File: config.mk
export PLATFORM = sky130hd
export DESIGN_NAME = baud_tick_gen
export DESIGN_NICKNAME = d
export VERILOG_FILES = /design/src/rtl/baud_tick_gen.sv
export SDC_FILE = /design/constraint.sdc
export NUM_CORES = 1
export LEC_CHECK = 0
export CORE_ASPECT_RATIO = 1.4
export CORE_MARGIN = 4
export CORE_UTILIZATION = 50
export CTS_CLUSTER_DIAMETER = 80
export DETAILED_ROUTE_END_ITERATION = 12
export GPL_ROUTABILITY_DRIVEN = 0
export PLACE_DENSITY = 0.72
export SYNTH_ARGS = -nofsm -noshare
export SYNTH_HDL_FRONTEND = slang
export SYNTH_SLANG_ARGS = --single-unit
File: constraint.sdc
create_clock -name clk -period 4.7 [get_ports clk]
set_input_delay 0.47 -clock clk [delete_from_list [all_inputs] [get_ports clk]]
set_output_delay 0.47 -clock clk [all_outputs]
set_load 0.01 [all_outputs]
File: src/rtl/baud_tick_gen.sv
// UART baud/oversample tick generator: single-cycle enable pulses at the
// oversample rate, mid-bit and bit boundary, with a reloadable divisor.
module baud_tick_gen #(
  parameter int CLK_FREQ   = 100_000_000,
  parameter int BAUD       = 9600,
  parameter int OVERSAMPLE = 16,
  parameter int DIV_WIDTH  = 16,
  parameter int DEF_DIV    = (CLK_FREQ + BAUD*OVERSAMPLE/2)/(BAUD*OVERSAMPLE)
) (
  input  logic                 clk,
  input  logic                 reset,
  input  logic                 en,
  input  logic                 sync,
  input  logic                 div_load,
  input  logic [DIV_WIDTH-1:0] div_in,
  output logic                 os_tick,
  output logic                 mid_tick,
  output logic                 bit_tick,
  output logic                 os_clk,
  output logic [DIV_WIDTH-1:0] div_cur,
  output logic                 div_err
);

  localparam int OS_W = (OVERSAMPLE > 2) ? $clog2(OVERSAMPLE) : 1;
  localparam logic [DIV_WIDTH-1:0] DEF_D    = DIV_WIDTH'(DEF_DIV);
  localparam logic [OS_W-1:0]      MID_IDX  = OS_W'(OVERSAMPLE/2 - 1);
  localparam logic [OS_W-1:0]      LAST_IDX = OS_W'(OVERSAMPLE - 1);

  logic [DIV_WIDTH-1:0] cnt, cnt_n;
  logic [DIV_WIDTH-1:0] d, d_n;
  logic [DIV_WIDTH-1:0] pend, pend_n;
  logic                 pend_v, pend_v_n;
  logic [OS_W-1:0]      os_cnt, os_cnt_n;
  logic                 os_tick_n, mid_tick_n, bit_tick_n, os_clk_n, div_err_n;
  logic                 wrap, load_ok, load_zero;

  assign wrap      = (cnt == d - DIV_WIDTH'(1));
  assign load_ok   = div_load && (div_in != '0);
  assign load_zero = div_load && (div_in == '0);
  assign div_cur   = d;

  always_comb begin
    cnt_n      = cnt;
    os_cnt_n   = os_cnt;
    d_n        = d;
    pend_n     = pend;
    pend_v_n   = pend_v;
    os_tick_n  = 1'b0;
    mid_tick_n = 1'b0;
    bit_tick_n = 1'b0;
    os_clk_n   = os_clk;
    div_err_n  = load_zero;

    if (sync) begin
      cnt_n    = '0;
      os_cnt_n = '0;
      os_clk_n = 1'b0;
      if (pend_v) begin
        d_n      = pend;
        pend_v_n = 1'b0;
      end
    end else if (en) begin
      if (wrap) begin
        cnt_n     = '0;
        os_tick_n = 1'b1;
        os_clk_n  = ~os_clk;
        mid_tick_n = (os_cnt == MID_IDX);
        if (os_cnt == LAST_IDX) begin
          os_cnt_n   = '0;
          bit_tick_n = 1'b1;
        end else begin
          os_cnt_n = os_cnt + OS_W'(1);
        end
        // A new divisor only takes effect on a period boundary.
        if (pend_v) begin
          d_n      = pend;
          pend_v_n = 1'b0;
        end
      end else begin
        cnt_n = cnt + DIV_WIDTH'(1);
      end
    end else if (pend_v) begin
      d_n      = pend;
      pend_v_n = 1'b0;
      cnt_n    = '0;
    end

    // Placed last so a load coinciding with an apply becomes the next pending value.
    if (load_ok) begin
      pend_n   = div_in;
      pend_v_n = 1'b1;
    end
  end

  always_ff @(posedge clk) begin
    if (reset) begin
      cnt      <= '0;
      os_cnt   <= '0;
      d        <= DEF_D;
      pend     <= '0;
      pend_v   <= 1'b0;
      os_tick  <= 1'b0;
      mid_tick <= 1'b0;
      bit_tick <= 1'b0;
      os_clk   <= 1'b0;
      div_err  <= 1'b0;
    end else begin
      cnt      <= cnt_n;
      os_cnt   <= os_cnt_n;
      d        <= d_n;
      pend     <= pend_n;
      pend_v   <= pend_v_n;
      os_tick  <= os_tick_n;
      mid_tick <= mid_tick_n;
      bit_tick <= bit_tick_n;
      os_clk   <= os_clk_n;
      div_err  <= div_err_n;
    end
  end

endmodule

==> metrics.cfg <==
[power_and_ir_drop]
power.share.clock_pct = 42.4
comb_power_share_pct = 10.2
p_seq_share_pct = 47.4
power.total_w = 0.001101
leakage_nw = 1.325
sw_frac_of_total_pct = 23.02
netSwitchingPower_w = 0.0002536
power.density_nw_per_um2 = 293.9
p_int_w = 0.0008478
irDropWorstVdd_mv = 0.2344

[setup_path]
startpoint = div_cur[0]
end_kind = flop
crit_required_ns = 4.96
arrival_ns = 3.36
crit_path_top_delay_cell = o31a_1
startpoint_type = flop
cp_max_fo = 16
path_cells = inv_1 -> ha_1 -> or3b_2 -> nor2_1 -> a31oi_1 -> nor3_2 -> nor4b_4 -> o31a_1 -> mux2i_1
reg2reg_from = div_cur[0]
path_class = flop to flop
critPathMaxStageDelay_ns = 0.81

[cts]
cts_max_level = 3
cts.sinks = 58
ctsRootBufferMaster = clkbuf_8
numCtsBuffers = 9
cts_resized = 0
clkLatencyLatePin_ns = 0.34
clockBufferDepth = 2
cts_setup_buffers = 0
clkTransAtPathRegs_ns = 0.06
cts_hold_buf = 0
cts_tree = built

[die]
core_area_sq_um = 5987
io_pins = 42
die_w_um = 75.04
die_h_um = 101.9
rows = 33
dieArea_sq_um = 7642
start_util_pct = 52.54

[synth]
synth_adder_area_share_pct = 1.193
synth-simple-area-share_pct = 33.21
synth_compound_area_share_pct = 9.944
synth_top_family_by_area = simple AND/OR/NAND/NOR gates
syn_inst = 353
ys.warnings.count = 0
ys_seq_area_share_pct = 36.91
postSynthRegisterBits = 58
synth_top_cell_by_area = dfxtp_1
syn_avg_cell_area_sq_um = 8.911
synth_edf_count = 0
yosys_most_used_dff = dfxtp_1
async_reset_ff_share_pct = 0
synthMuxAreaShare_pct = 5.410
yosys-top-cells-area = dfxtp_1 (37%), mux2i_1 (5.4%), nand2_1 (5.4%)
syn-cell-area_sq_um = 3146
synthXorXnorAreaFrac_pct = 9.189
ys_types = 60
synth_top_area_share_pct = 36.91
syn_nets = 377

[global_route]
met3_usage_pct = 5.709
met1_usage_pct = 20.16
grt_start_max_net_pins = 53
grtUsageMet2_pct = 31.81
grt_pass1_vias = 2380
track_usage_pct = 18.68
grt_pass1_wl_mm = 10.81
grt.overflow.total = 0
grt-busiest-layer = met2
antenna_found_initial = 0

[drt]
wl_per_cell_um = 14.18
drc = 0
vias = 2525
routed_via_density = 5.430
ant_nets = 0
drtIter0Drc = 141
drt_first_pass_iters = 4
wirelength_mm = 6.596

[timing]
post-route-worst-setup-slack_ns = 1.597
worstMarginPinSlew_ns = 0.9543
fin_crit_ns = 3.103
hold_slack_ns = 0.4562
max-slew-margin-rel_pct = 36.38
skew_ns = 0.006299
finalCritPeriodShare_pct = 66.03
slew_violations = 0
rsz0062_at_grt = false
fmax_mhz = 322.2
setup_viol = 0
finalSetupTns_ns = 0
hold_viol_final = 0

[min_path]
hold_start = pend[10]
hold_path_class = flop to flop

[cells_and_area]
syn_to_final_growth_pct = 19.13
final_common_cell = dfxtp_1
num_antenna_cells = 0
drive_above_1_share_pct = 11.90
final_cell_mix = dfxtp_1 (58), nand2_1 (45), clkdlybuf4s50_1 (41), nor2_1 (35), a21oi_1 (20)
fin_nets = 415
final_cells = 465

[run]
cap_viol_max_count = 0

[outcome]
outcome = finished clean

[placement]
dp.cells = 450
dpl.hpwl_mm = 4.941
post-place-ws_ns = 1.605
io_buffer_count = 41

[critical path, delay by kind of cell, from the launching register on]
kind	cells	cell delay [ns]
AND/OR/NAND/NOR	4	1.23
AO/OA/AOI/OAI	2	0.92
flip-flops	1	0.36
multiplexers	1	0.26
adder cells (fa/ha/maj)	1	0.18
buffers and inverters	1	0.08
[synth_stat cells (2+ instances only)]
master / count
and2_1: 3
o21a_1: 3
or3_1: 2
o31a_1: 2
dfxtp_1: 58
nor2_1: 35
mux2i_1: 17
a21oi_1: 20
nand4_1: 8
nor2b_1: 3
buf_1: 2
nor3_1: 4
inv_1: 6
or3_4: 2
nand3_1: 6
xor2_1: 15
nor2_4: 10
and4_1: 2
nand3b_1: 2
and3_1: 8
buf_6: 4
clkbuf_1: 6
or2_2: 2
or2b_1: 10
xnor2_1: 18
nor4_1: 8
ha_1: 3
or2b_2: 6
o21ai_0: 4
nand2_1: 45
nor3_2: 2
a31oi_1: 2
nand2b_1: 8
[final cells by class]
type | count | area (sq um)
Fill cell | 531 | 2240
Multi-Input combinational cell | 274 | 1854
Sequential cell | 58 | 1161
Timing Repair Buffer | 42 | 417.9
Clock buffer | 13 | 168.9
Tap cell | 70 | 87.58
Clock inverter | 2 | 35.03
Inverter | 6 | 22.52
[through the flow]
step	cell area, sq um	utilization [%]
6_report	3747	62.59
3_5_place_dp	3543	59.19
4_1_cts	3747	62.59
5_1_grt	3747	62.59
2_1_floorplan	3146	-
3_3_place_gp	3543	59.19
[final timing paths]
check	to	slack, ns	cells past startpoint
worst max-delay path	div_cur[2]	1.60	9
worst min-delay path	pend[10]	0.46	2
worst min register to register	pend[10]	0.46	2
worst max register to register	div_cur[2]	1.60	9
[flip-flops by register name, summed over array words and instances, names as in the netlist]
signal    flops
os_tick       1
div_err       1
bit_tick      1
cnt          16
pend_v        1
div_cur      16
pend         16
os_cnt        4
mid_tick      1
os_clk        1
[power by group through the flow]
| stage | clock network, W | registers (W) | logic, W |
|---|---|---|---|
| floorplan | 0 | 0.000532 | 0.0000736 |
| global placement | 0 | 0.000532 | 0.000112 |
| detailed placement | 0 | 0.000533 | 0.000113 |
| CTS | 0.000481 | 0.000522 | 0.000113 |
| global route | 0.000499 | 0.000524 | 0.000123 |
| finish | 0.000466 | 0.000522 | 0.000113 |
[cell families after synthesis]
group	count (synthesis)
multiplexers	17
AO/OA/AOI/OAI	44
AND/OR/NAND/NOR	177
buffers and inverters	21
XOR/XNOR	33
adder cells (fa/ha/maj)	3
flip-flops	58
[metal layers]
metal	wire, um	part of all wire [%]
met1	2696	41
met2	3331	51
met3	351	5.3
met4	217	3.3
met5	0	0
(Power assumes the default switching activity.)
